**src/rtl/exa_crosb_packet_injector_if.sv**
```systemverilog
// ExaNet crossbar port handshake bundle: header, payload and footer phases
// share one 128-bit data bus, each with its own valid/ready pair.
interface exanet;
    logic         header_valid;
    logic         header_ready;
    logic         payload_valid;
    logic         payload_ready;
    logic         footer_valid;
    logic         footer_ready;
    logic [127:0] data;

    modport master (
        output header_valid, payload_valid, footer_valid, data,
        input  header_ready, payload_ready, footer_ready
    );

    modport slave (
        input  header_valid, payload_valid, footer_valid, data,
        output header_ready, payload_ready, footer_ready
    );
endinterface

```
**src/rtl/exa_crosb_packet_injector.sv**
```systemverilog
// ExaNet packet source: emits a programmed burst of packets with a
// deterministic payload pattern and an XOR checksum in each footer, so a
// downstream consumer can verify every packet on its own.
module exa_crosb_packet_injector #(
    parameter int         vc_num    = 4,
    parameter logic [7:0] input_id  = 8'd0,
    parameter int         max_words = 16,
    localparam int        vc_w      = (vc_num > 1) ? $clog2(vc_num) : 1
) (
    input  logic              clk,
    input  logic              resetn,
    input  logic              i_start,
    input  logic [15:0]       i_pkt_count,
    input  logic [21:0]       i_dst_coord,
    input  logic [13:0]       i_size,
    input  logic [vc_w-1:0]   i_vc,
    input  logic              i_prio,
    input  logic [7:0]        i_gap,
    exanet.master             exa,
    output logic              o_busy,
    output logic              o_done,
    output logic [31:0]       o_pkt_num
);

    typedef enum logic [2:0] {IDLE, HDR, PLD, FTR, GAP} state_t;

    localparam logic [13:0] clip_bytes = 14'(max_words * 16);
    localparam logic [13:0] clip_words = 14'(max_words);

    state_t      state;
    logic [15:0] count_left;
    logic [13:0] words;
    logic [13:0] word_idx;
    logic [7:0]  gap_left;
    logic [31:0] checksum;

    logic [13:0] size_eff;
    logic [13:0] raw_words;
    logic [13:0] new_words;
    logic [31:0] pkt_next;
    logic [31:0] csum_acc;

    function automatic logic [127:0] header_word(input logic [31:0] pkt,
                                                 input logic [13:0] size);
        return {16'h0, input_id, i_dst_coord, 2'(i_vc), i_prio, 17'h0,
                size, 16'h0, pkt};
    endfunction

    function automatic logic [127:0] payload_word(input logic [31:0] pkt,
                                                  input logic [31:0] idx);
        return {pkt, idx, ~pkt, ~idx};
    endfunction

    function automatic logic [127:0] footer_word(input logic [31:0] pkt,
                                                 input logic [31:0] csum);
        return {pkt, 64'h0, csum};
    endfunction

    // Packet geometry from the live inputs plus the running checksum including the word on the bus.
    always_comb begin
        size_eff  = (i_size > clip_bytes) ? clip_bytes : i_size;
        raw_words = ((i_size - 14'd1) >> 4) + 14'd1;
        new_words = '0;
        if (i_size != 14'd0) begin
            new_words = (raw_words > clip_words) ? clip_words : raw_words;
        end
        pkt_next = o_pkt_num + 32'd1;
        csum_acc = checksum ^ exa.data[127:96] ^ exa.data[95:64]
                 ^ exa.data[63:32] ^ exa.data[31:0];
    end

    // Burst sequencer; every bus output is registered and held until accepted.
    always_ff @(posedge clk) begin
        if (!resetn) begin
            state             <= IDLE;
            count_left        <= '0;
            words             <= '0;
            word_idx          <= '0;
            gap_left          <= '0;
            checksum          <= '0;
            exa.header_valid  <= 1'b0;
            exa.payload_valid <= 1'b0;
            exa.footer_valid  <= 1'b0;
            exa.data          <= '0;
            o_busy            <= 1'b0;
            o_done            <= 1'b0;
            o_pkt_num         <= '0;
        end else begin
            o_done <= 1'b0;
            case (state)
                IDLE: begin
                    if (i_start) begin
                        if (i_pkt_count != 16'd0) begin
                            count_left       <= i_pkt_count;
                            o_busy           <= 1'b1;
                            state            <= HDR;
                            exa.header_valid <= 1'b1;
                            exa.data         <= header_word(o_pkt_num, size_eff);
                            words            <= new_words;
                            word_idx         <= '0;
                            checksum         <= '0;
                        end else begin
                            o_done <= 1'b1;
                        end
                    end
                end
                HDR: begin
                    if (exa.header_valid && exa.header_ready) begin
                        exa.header_valid <= 1'b0;
                        checksum         <= csum_acc;
                        if (words != 14'd0) begin
                            exa.payload_valid <= 1'b1;
                            exa.data          <= payload_word(o_pkt_num, 32'd0);
                            state             <= PLD;
                        end else begin
                            exa.footer_valid <= 1'b1;
                            exa.data         <= footer_word(o_pkt_num, csum_acc);
                            state            <= FTR;
                        end
                    end
                end
                PLD: begin
                    if (exa.payload_valid && exa.payload_ready) begin
                        checksum <= csum_acc;
                        if (word_idx == words - 14'd1) begin
                            exa.payload_valid <= 1'b0;
                            exa.footer_valid  <= 1'b1;
                            exa.data          <= footer_word(o_pkt_num, csum_acc);
                            state             <= FTR;
                        end else begin
                            word_idx <= word_idx + 14'd1;
                            exa.data <= payload_word(o_pkt_num, 32'(word_idx) + 32'd1);
                        end
                    end
                end
                FTR: begin
                    if (exa.footer_valid && exa.footer_ready) begin
                        exa.footer_valid <= 1'b0;
                        o_pkt_num        <= pkt_next;
                        count_left       <= count_left - 16'd1;
                        if (count_left == 16'd1) begin
                            state    <= IDLE;
                            o_done   <= 1'b1;
                            o_busy   <= 1'b0;
                            exa.data <= '0;
                        end else if (i_gap != 8'd0) begin
                            state    <= GAP;
                            gap_left <= i_gap;
                            exa.data <= '0;
                        end else begin
                            state            <= HDR;
                            exa.header_valid <= 1'b1;
                            exa.data         <= header_word(pkt_next, size_eff);
                            words            <= new_words;
                            word_idx         <= '0;
                            checksum         <= '0;
                        end
                    end
                end
                GAP: begin
                    if (gap_left <= 8'd1) begin
                        state            <= HDR;
                        exa.header_valid <= 1'b1;
                        exa.data         <= header_word(o_pkt_num, size_eff);
                        words            <= new_words;
                        word_idx         <= '0;
                        checksum         <= '0;
                    end else begin
                        gap_left <= gap_left - 8'd1;
                    end
                end
                default: state <= IDLE;
            endcase
        end
    end

endmodule

```
**src/flat_wrapper.sv**
```systemverilog
// flat-port wrapper written by rule: the top's interface ports become plain ports
module exa_crosb_packet_injector_flat 
#(
    parameter int         vc_num    = 4,
    parameter logic [7:0] input_id  = 8'd0,
    parameter int         max_words = 16,
    localparam int        vc_w      = (vc_num > 1) ? $clog2(vc_num) : 1
)
  (clk, resetn, i_start, i_pkt_count, i_dst_coord, i_size, i_vc, i_prio, i_gap, o_busy, o_done, o_pkt_num, exa_header_valid, exa_payload_valid, exa_footer_valid, exa_data, exa_header_ready, exa_payload_ready, exa_footer_ready);
  exanet exa_i ();
  input  logic clk;
  input  logic resetn;
  input  logic i_start;
  input  logic [15:0] i_pkt_count;
  input  logic [21:0] i_dst_coord;
  input  logic [13:0] i_size;
  input  logic [vc_w-1:0] i_vc;
  input  logic i_prio;
  input  logic [7:0] i_gap;
  output logic o_busy;
  output logic o_done;
  output logic [31:0] o_pkt_num;
  output wire logic [$bits(exa_i.header_valid)-1:0] exa_header_valid;
  output wire logic [$bits(exa_i.payload_valid)-1:0] exa_payload_valid;
  output wire logic [$bits(exa_i.footer_valid)-1:0] exa_footer_valid;
  output wire logic [$bits(exa_i.data)-1:0] exa_data;
  input wire logic [$bits(exa_i.header_ready)-1:0] exa_header_ready;
  input wire logic [$bits(exa_i.payload_ready)-1:0] exa_payload_ready;
  input wire logic [$bits(exa_i.footer_ready)-1:0] exa_footer_ready;
  assign exa_header_valid = exa_i.header_valid;
  assign exa_payload_valid = exa_i.payload_valid;
  assign exa_footer_valid = exa_i.footer_valid;
  assign exa_data = exa_i.data;
  assign exa_i.header_ready = exa_header_ready;
  assign exa_i.payload_ready = exa_payload_ready;
  assign exa_i.footer_ready = exa_footer_ready;
  exa_crosb_packet_injector #(.vc_num(vc_num), .input_id(input_id), .max_words(max_words)) u_core (.clk(clk), .resetn(resetn), .i_start(i_start), .i_pkt_count(i_pkt_count), .i_dst_coord(i_dst_coord), .i_size(i_size), .i_vc(i_vc), .i_prio(i_prio), .i_gap(i_gap), .exa(exa_i), .o_busy(o_busy), .o_done(o_done), .o_pkt_num(o_pkt_num));
endmodule
```
**config.mk**
```make
export PLATFORM = sky130hd
export DESIGN_NAME = exa_crosb_packet_injector_flat
export DESIGN_NICKNAME = d
export VERILOG_FILES = /design/src/rtl/exa_crosb_packet_injector_if.sv /design/src/rtl/exa_crosb_packet_injector.sv /design/src/flat_wrapper.sv
export SDC_FILE = /design/constraint.sdc
export NUM_CORES = 1
export LEC_CHECK = 0
export CAP_MARGIN = 0
export CORE_MARGIN = 8
export CORE_UTILIZATION = 50
export CTS_CLUSTER_DIAMETER = 80
export DETAILED_ROUTE_END_ITERATION = 8
export PLACE_DENSITY = 0.77
export SETUP_SLACK_MARGIN = 0.5
export SYNTH_ARGS = -nofsm -noshare
export SYNTH_HDL_FRONTEND = slang
export SYNTH_SLANG_ARGS = --single-unit
```
**constraint.sdc**
```tcl
create_clock -name clk -period 4.5 [get_ports clk]
set_input_delay 0.9 -clock clk [delete_from_list [all_inputs] [get_ports clk]]
set_output_delay 0.9 -clock clk [all_outputs]
set_load 0.01 [all_outputs]
```
# Yosys cells after proc, flatten, opt, wreduce, memory -nomap -nowiden
# Cells that the tools add are included.
[totals] register_bits=252 latch_bits=0 mem_bits_rw=0 mem_bits_ro=0 inputBits=69 out_inout_bits=165 wordCells=165 n_memories=0
[op_classes] addsub=8 multipliers=0 n_div=0 order_cmp=3 n_eq_ne=21 shift=0 mux=86 bitwise_logic=6 n_reduce_logical=28
[ops] cell="$mux 128" count=7
[ops] cell="$pmux 128 s5" count=1
[ops] cell="$mux 32" count=8
[ops] cell="$mux 14" count=17
[ops] cell="$pmux 32 s5" count=1
[ops] cell="$xor 32x32->32" count=4
[ops] cell="$mux 104" count=1
[ops] cell="$mux 96" count=1
[ops] cell="$mux 64" count=1
[ops] cell="$not 32->32" count=2
[ops] cell="$pmux 14 s4" count=1
[ops] cell="$mux 16" count=3
[ops] cell="$pmux 14 s3" count=1
[ops] cell="$add 32x1->32 const B" count=1
[ops] cell="$mux 8" count=4
[ops] cell="$pmux 16 s2" count=1
[ops] cell="$reduce_bool 14->1" count=2
[ops] cell="$sub 14x1->14 const B" count=2
[ops] cell="$mux 3" count=9
[ops] cell="$mux 1" count=23
[ops] cell="$reduce_and 7->1" count=3
[ops] cell="$ne 2x1->1 const B" count=9
[ops] cell="$reduce_and 9->1" count=2
[ops] cell="$eq 16x1->1 const B" count=1
[ops] cell="other kinds (31)" count=47

# Logic depth before layout (Yosys ltp)
# Gate-level depths: netlist (run 1).
[depth] ltp_word=9 ltp_mapped=13 ltp_nobuf=11

# Worst setup path after synthesis (run 1)
# No wires, ideal clock.
[synth_timing] path_kind="input to register" from="input port i_size[1]" to="register u_core.words[0]" setup_time_ns=0.074 arrival_ns=3.412 required_ns=4.426 slack_ns=1.013 stages=13 path_buffers=2 cell_sequence="or4_1 -> clkbuf_1 -> nor2_1 -> xor2_1 -> ha_1 -> clkbuf_1 -> and4b_1 -> mux2i_1 -> o22a_1 -> nor4_1 -> and4_1 -> inv_1 -> o21ai_0"
[synth_between] elab_chain_len=9
[synth_rtl] item="start: declaration" line="flat_wrapper.sv:16" source="input logic [13:0] i_size;"
[synth_rtl] item="$sub 14x1->14" line="exa_crosb_packet_injector.sv:62" source="raw_words = ((i_size - 14'd1) >> 4) + 14'd1;"
[synth_rtl] item="$add 10x1->11" line="exa_crosb_packet_injector.sv:62"
[synth_rtl] item="$gt 14x5->1" line="exa_crosb_packet_injector.sv:65" source="new_words = (raw_words > clip_words) ? clip_words : raw_words;"
[synth_rtl] item="$mux 14" line="exa_crosb_packet_injector.sv:65"
[synth_rtl] item="$mux 14 *" line="exa_crosb_packet_injector.sv:64" source="if (i_size != 14'd0) begin"
[synth_rtl] item="$mux 14" line="exa_crosb_packet_injector.sv:146" source="end else if (i_gap != 8'd0) begin"
[synth_rtl] item="$mux 14" line="exa_crosb_packet_injector.sv:141" source="if (count_left == 16'd1) begin"
[synth_rtl] item="$mux 14" line="exa_crosb_packet_injector.sv:137" source="if (exa.footer_valid && exa.footer_ready) begin"
[synth_rtl] item="$pmux 14 s3 *" line="exa_crosb_packet_injector.sv:90" source="case (state)"
[synth_rtl] item="end signal: assignment" line="exa_crosb_packet_injector.sv:99" source="words <= new_words;"
[synth_rtl] item="end signal: assignment" line="exa_crosb_packet_injector.sv:154" source="words <= new_words;"
[synth_rtl] item="end signal: assignment" line="exa_crosb_packet_injector.sv:165" source="words <= new_words;"
[synth_rtl] item="end: declaration" line="exa_crosb_packet_injector.sv:32" source="logic [13:0] words;"
# Mark *: on every way between the ends. The rest lies on a longest branch, timed or not. The select of a mux whose other input is x is not followed.
# A chain may end at the register's enable or synchronous reset.

# Final worst setup path (run 1)
[layout_timing] from="register u_core.state[1]" to="register u_core.exa.data[55]"
[layout_between] elab_chain_len=3
[layout_rtl] item="start: declaration" line="exa_crosb_packet_injector.sv:30" source="state_t state;"
[layout_rtl] item="start signal: assignment" line="exa_crosb_packet_injector.sv:75" source="state <= IDLE;"
[layout_rtl] item="start signal: assignment" line="exa_crosb_packet_injector.sv:96" source="state <= HDR;"
[layout_rtl] item="start signal: assignment" line="exa_crosb_packet_injector.sv:114" source="state <= PLD;"
[layout_rtl] item="$eq 3x1->1 (tied with other cells)" line="exa_crosb_packet_injector.sv:90"
[layout_rtl] item="$reduce_bool 5->1 (no line) (tied with other cells)"
[layout_rtl] item="$reduce_and 7->1 (no line)"
[layout_rtl] item="end signal: assignment" line="exa_crosb_packet_injector.sv:98" source="exa.data <= header_word(o_pkt_num, size_eff);"
[layout_rtl] item="end signal: assignment" line="exa_crosb_packet_injector.sv:113" source="exa.data <= payload_word(o_pkt_num, 32'd0);"
[layout_rtl] item="end signal: assignment" line="exa_crosb_packet_injector.sv:117" source="exa.data <= footer_word(o_pkt_num, csum_acc);"
[layout_rtl] item="end: declaration" line="exa_crosb_packet_injector_if.sv:13" source="output header_valid, payload_valid, footer_valid, data,"
# Several ways; a longest one is shown, not always the timed one.

==> results of run 1 <==
area by class of cell:
cell class                      count  share of cell area, %
Sequential cell                   249                   29.6
Clock inverter                     14                   1.07
Clock buffer                       36                   4.69
Inverter                           18                  0.417
Antenna cell                        1                 0.0149
Tap cell                          335                   2.49
Multi-Input combinational cell   1261                   45.9
Timing Repair Buffer              275                   15.8
state kept, by name, indices dropped and copies added, names as in the netlist, 3 cells and up:
register	cells
u_core.state	3
u_core.exa.data	128
u_core.gap_left	8
u_core.checksum	32
u_core.count_left	16
u_core.o_pkt_num	32
u_core.words	11
u_core.word_idx	14
cells by family after synthesis:
logic type	after synthesis	share of synthesized area (%)
AOI/OAI and AO/OA	410	20.0
xor gates and xnor gates	214	14.3
adders and majority gates	9	0.852
buffers and inverters	143	4.28
DFF	249	37.7
muxes	10	0.786
and+or+nand+nor	618	22.1
metal layers:
| metal | GRT usage [%] | up-vias | share of wire [%] |
|---|---|---|---|
| met3 | 5.31 | 131 | 9.0 |
| li1 | - | 6194 | - |
| met2 | 45.9 | 666 | 47 |
| met1 | 35.2 | 6344 | 40 |
| met5 | 0 | - | 0 |
| met4 | 12.0 | 0 | 3.9 |
cells in the final DEF, fill, tap and decap left out, drive strengths merged, types with 36 or more instances in the layout:
cell type	netlist	routed
nor3	45	45
a22oi	61	61
dfxtp	249	249
a21oi	111	111
nand3	53	53
clkbuf	93	36
xor2	57	57
buf	32	42
clkdlybuf4s50	0	233
nor2	210	210
o21ai	110	110
xnor2	156	156
nand2	156	156
timing repair:
action                     4_1_cts  5_1_grt
gates resized for setup          0        1
buffers inserted                 0        0
setup endpoints to repair        0        1
tightest hold or removal path: stages, from the launching register on:
cell	delay, ns
dfxtp_1	0.32
nand2_1	0.05
a21oi_1	0.05
metrics by stage:
step                      setup slack [ns]  hold WS [ns]  total power (µW)  instance area [µm²]
after CTS                            0.731         0.466              9820                16800
final                                0.715         0.464              9880                16800
after detailed placement             0.207         0.455              7430                15800
after global placement               0.285         0.450              7340                15800
after global routing                 0.521         0.483             10400                16800
after floorplan                       1.01         0.437              5700                13200
final timing paths:
kind / from / end / slack (ns) / cells after the start
worst max register to register: u_core.state[1]$_SDFFE_PN0P_ / u_core.exa.data[55]$_SDFFE_PN0P_ / 0.72 / 9
worst max-delay path: u_core.state[1]$_SDFFE_PN0P_ / u_core.exa.data[55]$_SDFFE_PN0P_ / 0.72 / 9
worst min-delay path: u_core.checksum[14]$_SDFFE_PN0P_ / u_core.checksum[14]$_SDFFE_PN0P_ / 0.46 / 2
worst min register to register: u_core.checksum[14]$_SDFFE_PN0P_ / u_core.checksum[14]$_SDFFE_PN0P_ / 0.46 / 2
cell usage after synthesis (all sizes together), types with 4 or more instances:
library cell,number,area [µm²]
nor4,25,178
a22o,4,35.0
o21ai,110,551
a2bb2oi,5,43.8
a21bo,5,50.1
dfxtp,249,4980
o22ai,11,68.8
nand3,53,265
and2,18,113
o2bb2ai,4,35.0
o211ai,10,80.1
clkbuf,93,349
or2,12,75.1
a31oi,17,106
a211oi,12,90.1
a21o,5,37.5
buf,32,149
or4,6,45.0
or3,19,119
nor2,210,788
xnor2,156,1370
inv,17,63.8
a22oi,61,458
o31ai,8,60.1
nand2b,7,43.8
nand4,19,119
mux2i,7,70.1
and3,24,150
nand2,156,586
and4,10,87.6
a221oi,20,181
ha,9,113
xor2,57,499
a21oi,111,556
nor3,45,241
report_power, final:
group / internal [µW] / leakage, µW / switching, µW
Clock: 1460 / 0.000484 / 934
Sequential: 2540 / 0.00202 / 380
Combinational: 1710 / 0.00337 / 2860
==> results.tsv, run 1 <==
metric	value	unit
drt wl/cell	21.0	µm
clk_lat worst skew	0.54	ns
crit-path leading delay family	compound AO/OA/AOI/OAI gates	
number of fill cells	2203	
net count after synthesis	1731	
Layout Skew	0.0126	ns
vias per cell	6.09	
status	finished clean	
final non-filler cell total	2189	
htree depth	1	
Seq cells post-synth	249	
Slowest Stage Delay on Critical Path	0.67	ns
Initial Util	50.9	%
average instance area after synthesis	8.00	µm²
Worst setup SP type	register	
pwr dens	587	mW/mm²
die area	0.0319	mm²
largest net degree at the start of global routing	58	
Async SR Flop Fraction	0	%
register area share after synthesis	37.7	%
final setup fails	0	
final hold violations	0	
initial antenna violation count	1	
post-synthesis cell count	1653	
placed cells	2138	
Worst Max-Slew Pin Slew	1.14	ns
Buf/Inv on CP	1	
synthesis-to-finish area growth	27.2	%
CTS Hold Buffers Added	0	
clock transition at the registers of the reported paths	0.06	ns
IO Port Bufs	233	
critical setup path kind	reg2reg	
Final Max Slew Viols	0	
Fmax	0.264	GHz
synthesized area	0.0132	mm²
vias in the first global route	13000	
layout cells sized above 1	6.64	%
vias	13300	
# rows	59	
unrepaired setup endpoints after global routing	false	
drt total wl	45900	µm
Tcrit/Tclk final	84.1	%
Post-DP HPWL	32600	µm
distinct cell type count after synthesis	78	
Root Buffer	clkbuf_16	
Final GP Congestion	0.933	
Initial DRC Count	1247	
I/O Pins	234	
Leakage	0.00587	µW
Hold Path Class	reg2reg	
total CTS buffers	27	
area of the core	0.0260	mm²
Top FF cell, synth	dfxtp_1	
GRT Util Overall	27.9	%
Reg area	0.00498	mm²
Die X	179	µm
CP max stage cell	dfxtp_1	
remaining global-route overflow	0	
Routed Antenna Nets	0	
Critical Path RT	4.96	ns
TritonCTS clock tree	built	
TNS Setup	0	ns
max cap viols	0	
EDFF count, synth	0	
YS warnings	0	
CTS Buffer Depth	3	
crit-path cells	or3b_1 -> a31oi_1 -> a221oi_2 -> and3_1 -> buf_4 -> nand2_1 -> a2111oi_4 -> a22oi_1 -> o22ai_1	
Critical Path AT	4.25	ns
die height	179	µm
final net count	1910	
multi-input gate area in the final layout	0.00771	mm²
post-layout min period	3.78	ns
DRC viols	0	
Initial DRT Pass Iterations	6	
worst IR drop on VDD	487	µV
utilization after layout	64.7	%
# clock sinks	249	
Worst slew margin	23.8	%
first-pass GRT wire length	71600	µm
CP Max Fanout	18	
endpoint class of the critical path	register	
Note: power is estimated with default switching activity, not from simulation.
==> inputs of run 2 (changes only) <==
==> constraint.sdc (replaced) <==
create_clock -name clk -period 3.6 [get_ports clk]
set_input_delay 0.72 -clock clk [delete_from_list [all_inputs] [get_ports clk]]
set_output_delay 0.72 -clock clk [all_outputs]
set_load 0.01 [all_outputs]
==> run 2 against run 1 <==
Against the previous run:
- hold slack improved by 0.0012 ns
- sequential power grew 24%
- cell area is 3.0% higher
- register-to-register slack worse by 0.05 ns
- fmax rose by 29%
- critical path type unchanged
- largest cell class unchanged
- largest power group unchanged
- highest routed layer unchanged
==> results.tsv, run 2 (synthesized netlist as in run 1, its figures left out) <==
metric	value	unit	change
number of fill cells	2155		-2.2%
final net count	1963		+2.8%
Layout Skew	0.0157	ns	+0.00313 ns
status	finished clean		
drt total wl	46300	µm	+0.85%
Sw Share	42.2	%	about the same
metal3 WL	4020	µm	-3.0%
Reg area	0.00499	mm²	about the same
vias per cell	6.08		-0.20%
I/O Pins	234		unchanged
Final Max Slew Viols	0		unchanged
sequential fraction of design power	29.3	%	-0.3 points
Slowest Stage Delay on Critical Path	0.57	ns	-0.10 ns
Final GP Congestion	0.938		+0.57%
clock transition at the registers of the reported paths	0.06	ns	about the same
critical setup path kind	reg2reg		
IO Port Bufs	233		unchanged
Routed Antenna Nets	0		unchanged
CTS Buffer Depth	3		unchanged
final setup fails	0		unchanged
vias	13600		+2.1%
CP max stage cell	nor3_1		
initial antenna violation count	1		unchanged
min setup slack post-route	0.667	ns	-0.0485 ns
# rows	59		unchanged
Post-DP HPWL	32600	µm	about the same
Hold Path Class	reg2reg		
GRT Util Overall	27.5	%	-0.40 points
first-pass GRT wire length	71200	µm	-0.49%
die area	0.0319	mm²	unchanged
Critical Path RT	4.08	ns	-0.88 ns
P_sw	5220	µW	+25%
# clock sinks	249		unchanged
commonest non-fill, non-tap cell in the layout	dfxtp_1		
endpoint class of the critical path	register		
final hold violations	0		unchanged
vias in the first global route	12900		-0.70%
unrepaired setup endpoints after global routing	false		
Die X	179	µm	unchanged
multi-input gate area in the final layout	0.00783	mm²	+1.5%
crit-path cells	buf_4 -> nor3_4 -> and3_1 -> mux2i_1 -> and4_1 -> a2111oi_4 -> buf_4 -> buf_12 -> nor3_1 -> o21ai_0 -> a21bo_1		
Pint	7160	µW	+25%
synthesis-to-finish area growth	31.1	%	
TNS Setup	0	ns	unchanged
clk_lat worst skew	0.53	ns	about the same
pwr dens	714	mW/mm²	+22%
remaining global-route overflow	0		unchanged
Initial Util	50.9	%	unchanged
largest net degree at the start of global routing	63		+8.6%
Critical Path AT	3.42	ns	-0.83 ns
R2R Setup Slk	0.67	ns	-0.05 ns
Largest register FFs	128		unchanged
Initial DRT Pass Iterations	5		-1
clock share of power	22.9	%	-1.3 points
most frequent cells in the layout	248 x dfxtp_1, 229 x clkdlybuf4s50_1, 207 x nor2_1		
drt wl/cell	20.7	µm	-1.4%
top layer in use	met4		
Leakage	0.00616	µW	+5.0%
Fmax	0.341	GHz	+29%
CP Max Fanout	13		-5
die height	179	µm	unchanged
Comb pwr share	47.8	%	+1.6 points
area of the core	0.0260	mm²	unchanged
worst IR drop on VDD	469	µV	-3.7%
CTS Hold Buffers Added	0		unchanged
Worst setup SP type	register		
layout cells sized above 1	9.93	%	+3.3 points
post-layout min period	2.93	ns	-0.852 ns
Critical Path Most Common Cell	buf_4		
htree depth	1		unchanged
pre-CTS WS	-0.150	ns	-0.357 ns
total CTS buffers	27		unchanged
DRC viols	0		unchanged
Worst Max-Slew Pin Slew	0.731	ns	-0.412 ns
TritonCTS clock tree	built		
largest registers	u_core.exa.data x128, u_core.checksum x32, u_core.o_pkt_num x32		
Root Buffer	clkbuf_16		
Tcrit/Tclk final	81.5	%	-2.6 points
max cap viols	0		unchanged
Worst slew margin	50.9	%	+27 points
Most flops, register	u_core.exa.data		
wire length on met2	22300	µm	+3.4%
Initial DRC Count	1379		+11%
M1 wire length	18400	µm	-0.30%
-- run 2: cell count changes in the layout (fill, tap and decap cells not counted), sizes merged --
cell / before / now
clkdlybuf4s50: 233 / 229
clkbuf: 36 / 39
bufinv: 4 / 3
clkinv: 8 / 4
dlymetal6s2s: 0 / 4
clkinvlp: 1 / 2
inv: 19 / 18
buf: 42 / 95
-- run 2: what timing repair did --
action,CTS,global route
pin swaps,7,14
buffers inserted,5,3
cloned,0,0
resized for setup,9,26
setup endpoints to repair,95,102
-- run 2: critical path, delay by kind of cell (launching register included) --
kind,cells,cell delay (ns)
compound gates,3,0.49
buf+inv,3,0.46
flops,1,0.31
mux,1,0.19
simple gates,4,1.43
-- run 2: path summary, 6_finish.rpt --
path	start	end	cells past startpoint
max	u_core.words[0]$_SDFFE_PN0P_	u_core.word_idx[8]$_SDFFE_PN0P_	11
min	u_core.checksum[5]$_SDFFE_PN0P_	u_core.checksum[5]$_SDFFE_PN0P_	2
max reg2reg	u_core.words[0]$_SDFFE_PN0P_	u_core.word_idx[8]$_SDFFE_PN0P_	11
min reg2reg	u_core.checksum[5]$_SDFFE_PN0P_	u_core.checksum[5]$_SDFFE_PN0P_	2
-- run 2: final cells by class --
type                    instances  area share [%]
clock buffers                  39            4.45
diodes                          1          0.0144
clock inverters                 9           0.722
multi-input cells            1261            45.2
inverters                      18           0.419
flip-flops and latches        249            28.8
well taps                     335            2.42
repair buffers                328            18.0
-- run 2: per-stage QoR --
| step | util [%] | power [µW] | std cells | hold WS [ns] | cell area, µm² |
|---|---|---|---|---|---|
| floorplan | - | 7120 | 1653 | 0.437 | 13300 |
| global placement | 62.5 | 9300 | 2183 | 0.451 | 16200 |
| detailed placement | 62.5 | 9430 | 2183 | 0.457 | 16200 |
| CTS | 66.2 | 12300 | 2236 | 0.464 | 17200 |
| global route | 66.7 | 13000 | 2240 | 0.476 | 17300 |
| finish | 66.7 | 12400 | 2240 | 0.465 | 17300 |
-- run 2: layer usage --
layer,GRT usage [%],vias to the layer above
li1,-,6303
met1,34.1,6558
met2,46.4,651
met3,5.48,106
met4,10.4,0
met5,0,-
-- run 2: power by group through the flow --
stage / Clock (µW) / Combinational [µW] / Sequential, µW
final: 2840 / 5910 / 3630
after global routing: 2980 / 6340 / 3680
after CTS: 2850 / 5810 / 3620
after detailed placement: 0 / 5760 / 3670
after global placement: 0 / 5630 / 3660
after floorplan: 0 / 3450 / 3670
==> inputs of run 3 (changes only) <==
==> constraint.sdc (replaced) <==
create_clock -name clk -period 2.7 [get_ports clk]
set_input_delay 0.54 -clock clk [delete_from_list [all_inputs] [get_ports clk]]
set_output_delay 0.54 -clock clk [all_outputs]
set_load 0.01 [all_outputs]
==> run 3 against run 2 <==
Against the previous run:
- the run now ends with negative setup slack left
- cell area increased by 20%
- die area unchanged
- final cell count increased by 10%
- critical endpoint is now u_core.exa.data[17]$_SDFFE_PN0P_
==> results.tsv, run 3 (synthesized netlist as in run 1, its figures left out) <==
metric	value	unit	change
die area	0.0319	mm²	unchanged
largest registers	u_core.exa.data x128, u_core.checksum x32, u_core.o_pkt_num x32		
GRT Util Overall	32.0	%	+4.5 points
final setup fails	91		+91
Die X	179	µm	unchanged
TNS Setup	-19.39	ns	-19.39 ns
clock transition at the registers of the reported paths	0.07	ns	about the same
clk_lat worst skew	0.55	ns	+0.02 ns
largest net degree at the start of global routing	76		+21%
drt wl/cell	24.7	µm	+20%
die height	179	µm	unchanged
Worst slew margin	46.4	%	-4.5 points
Initial DRC Count	2240		+62%
Crit. path cell count	15		+4
TritonCTS clock tree	built		
CTS Hold Buffers Added	0		unchanged
critical setup path kind	reg2reg		
Largest register FFs	128		unchanged
first-pass GRT wire length	81300	µm	+14%
final hold violations	0		unchanged
# clock sinks	249		unchanged
vias	15900		+16%
post-layout min period	3.06	ns	+0.124 ns
placed cells	2302		+5.5%
total CTS buffers	27		unchanged
remaining global-route overflow	0		unchanged
failing checks	negative setup slack		
Slowest Stage Delay on Critical Path	0.38	ns	-0.19 ns
R2R Setup Slk	-0.36	ns	-1.02 ns
final instance area	0.0209	mm²	+20%
Post-DP HPWL	34500	µm	+5.9%
I/O Pins	234		unchanged
met2 Use GR	53.0	%	+6.6 points
layout cells sized above 1	29.6	%	+20 points
pwr dens	1060	mW/mm²	+49%
Hold Crit Depth	4		+2
DRC viols	0		unchanged
GR Util met3	8.26	%	+2.8 points
CP max stage cell	nor4b_1		
number of fill cells	1486		-31%
Worst Hold Path EP	u_core.exa.data[48]$_SDFFE_PN0P_		
Most Crowded Layer GR	met2		
unrepaired setup endpoints after global routing	true		
endpoint class of the critical path	register		
Root Buffer	clkbuf_16		
commonest non-fill, non-tap cell in the layout	buf_4		
Tcrit/Tclk final	113	%	+32 points
CTS Buffer Depth	3		unchanged
Worst Max-Slew Pin Slew	0.805	ns	+0.0732 ns
Fmax	0.327	GHz	-4.1%
Most flops, register	u_core.exa.data		
max cap viols	0		unchanged
htree depth	1		unchanged
terminus of the critical flop-to-flop path	u_core.exa.data[17]$_SDFFE_PN0P_		
placed cell areas	0.0174	mm²	+7.0%
Hold Path Class	in2reg		
Critical Path AT	3.46	ns	+0.04 ns
min-delay src	i_size[0]		
final net count	2187		+11%
status	finished, violations left		
crit-path cells	inv_2 -> ha_4 -> buf_4 -> buf_4 -> nor4b_1 -> mux2i_1 -> and4_4 -> a2111oi_4 -> buf_4 -> buf_6 -> buf_4 -> buf_6 -> nand2_4 -> o211ai_1 -> nand3_1		
Critical Path RT	3.10	ns	-0.98 ns
Critical Path Most Common Cell	buf_4		
initial antenna violation count	1		unchanged
IO Port Bufs	233		unchanged
FF-to-FF path depth	15		+4
Leakage	0.00794	µW	+29%
CP Max Fanout	5		-8
pre-CTS WS	-0.727	ns	-0.577 ns
Layout Skew	0.0153	ns	-0.000414 ns
area of the core	0.0260	mm²	unchanged
FF-to-FF Start	u_core.words[1]$_SDFFE_PN0P_		
Buf/Inv on CP	7		+4
final non-filler cell total	2465		+10%
utilization after layout	80.2	%	+14 points
vias per cell	6.43		+5.8%
Final Max Slew Viols	0		unchanged
Worst setup SP type	register		
Final GP Congestion	0.950		+1.3%
most frequent cells in the layout	231 x buf_4, 223 x dfxtp_1, 204 x clkdlybuf4s50_1		
vias in the first global route	15000		+17%
met1 usage	35.9	%	+1.8 points
worst IR drop on VDD	644	µV	+37%
min setup slack post-route	-0.357	ns	-1.02 ns
# rows	59		unchanged
Initial DRT Pass Iterations	6		+1
crit-path leading delay family	buffers and inverters		
Initial Util	50.9	%	unchanged
Routed Antenna Nets	0		unchanged
synthesis-to-finish area growth	57.7	%	
drt total wl	61000	µm	+32%
[run 3: worst reg2reg max path: cells and delay by family (launching register included)]
family	cells	cell delay, ns
AO/OA/AOI/OAI	2	0.62
adder cells (fa/ha/maj)	1	0.17
buffers and inverters	7	0.83
flip-flops	1	0.34
multiplexers	1	0.17
AND/OR/NAND/NOR	4	0.79
[run 3: repair_timing]
| action | in CTS | in global routing |
|---|---|---|
| setup endpoints to repair | 226 | 228 |
| gates resized for setup | 208 | 180 |
| endpoints found under the hold margin | 0 | 0 |
| gates cloned | 9 | 9 |
| buffers inserted | 51 | 44 |
| pin swaps | 69 | 53 |
[run 3: layer usage]
| layer | routed length, µm | vias up |
|---|---|---|
| met5 | 0 | - |
| met4 | 4440 | 0 |
| met3 | 7580 | 411 |
| li1 | - | 6755 |
| met1 | 21300 | 7460 |
| met2 | 27700 | 1236 |
[run 3: report_power, final]
part	total [µW]	switching (µW)	internal (µW)
Combinational	13300	7400	5930
Sequential	4890	650	4240
Clock	3910	1630	2280
[run 3: through the flow]
stage	hold slack (ns)	total power, µW
2_1_floorplan	0.437	9650
3_3_place_gp	0.451	13300
3_5_place_dp	0.458	13500
4_1_cts	0.398	19400
5_1_grt	0.416	22700
6_report	0.399	22100
[run 3: area by class of cell]
type / instances / area, µm² / area share, %
Clock inverter: 13 / 148 / 0.708
Clock buffer: 36 / 769 / 3.69
Timing Repair Buffer: 550 / 5450 / 26.1
Inverter: 18 / 72.6 / 0.348
Antenna cell: 1 / 2.50 / 0.0120
Multi-Input combinational cell: 1263 / 8960 / 43.0
Tap cell: 335 / 419 / 2.01
Sequential cell: 249 / 5030 / 24.1
[run 3: worst max-delay path by stage]
stage | start | endpoint
floorplan | i_size[1] | u_core.words[0]$_SDFFE_PN0P_
global placement | i_size[1] | u_core.words[0]$_SDFFE_PN0P_
detailed placement | i_size[1] | u_core.words[0]$_SDFFE_PN0P_
CTS | u_core.words[1]$_SDFFE_PN0P_ | u_core.word_idx[3]$_SDFFE_PN0P_
global route | u_core.words[1]$_SDFFE_PN0P_ | u_core.exa.data[73]$_SDFFE_PN0P_
finish | u_core.words[1]$_SDFFE_PN0P_ | u_core.exa.data[17]$_SDFFE_PN0P_
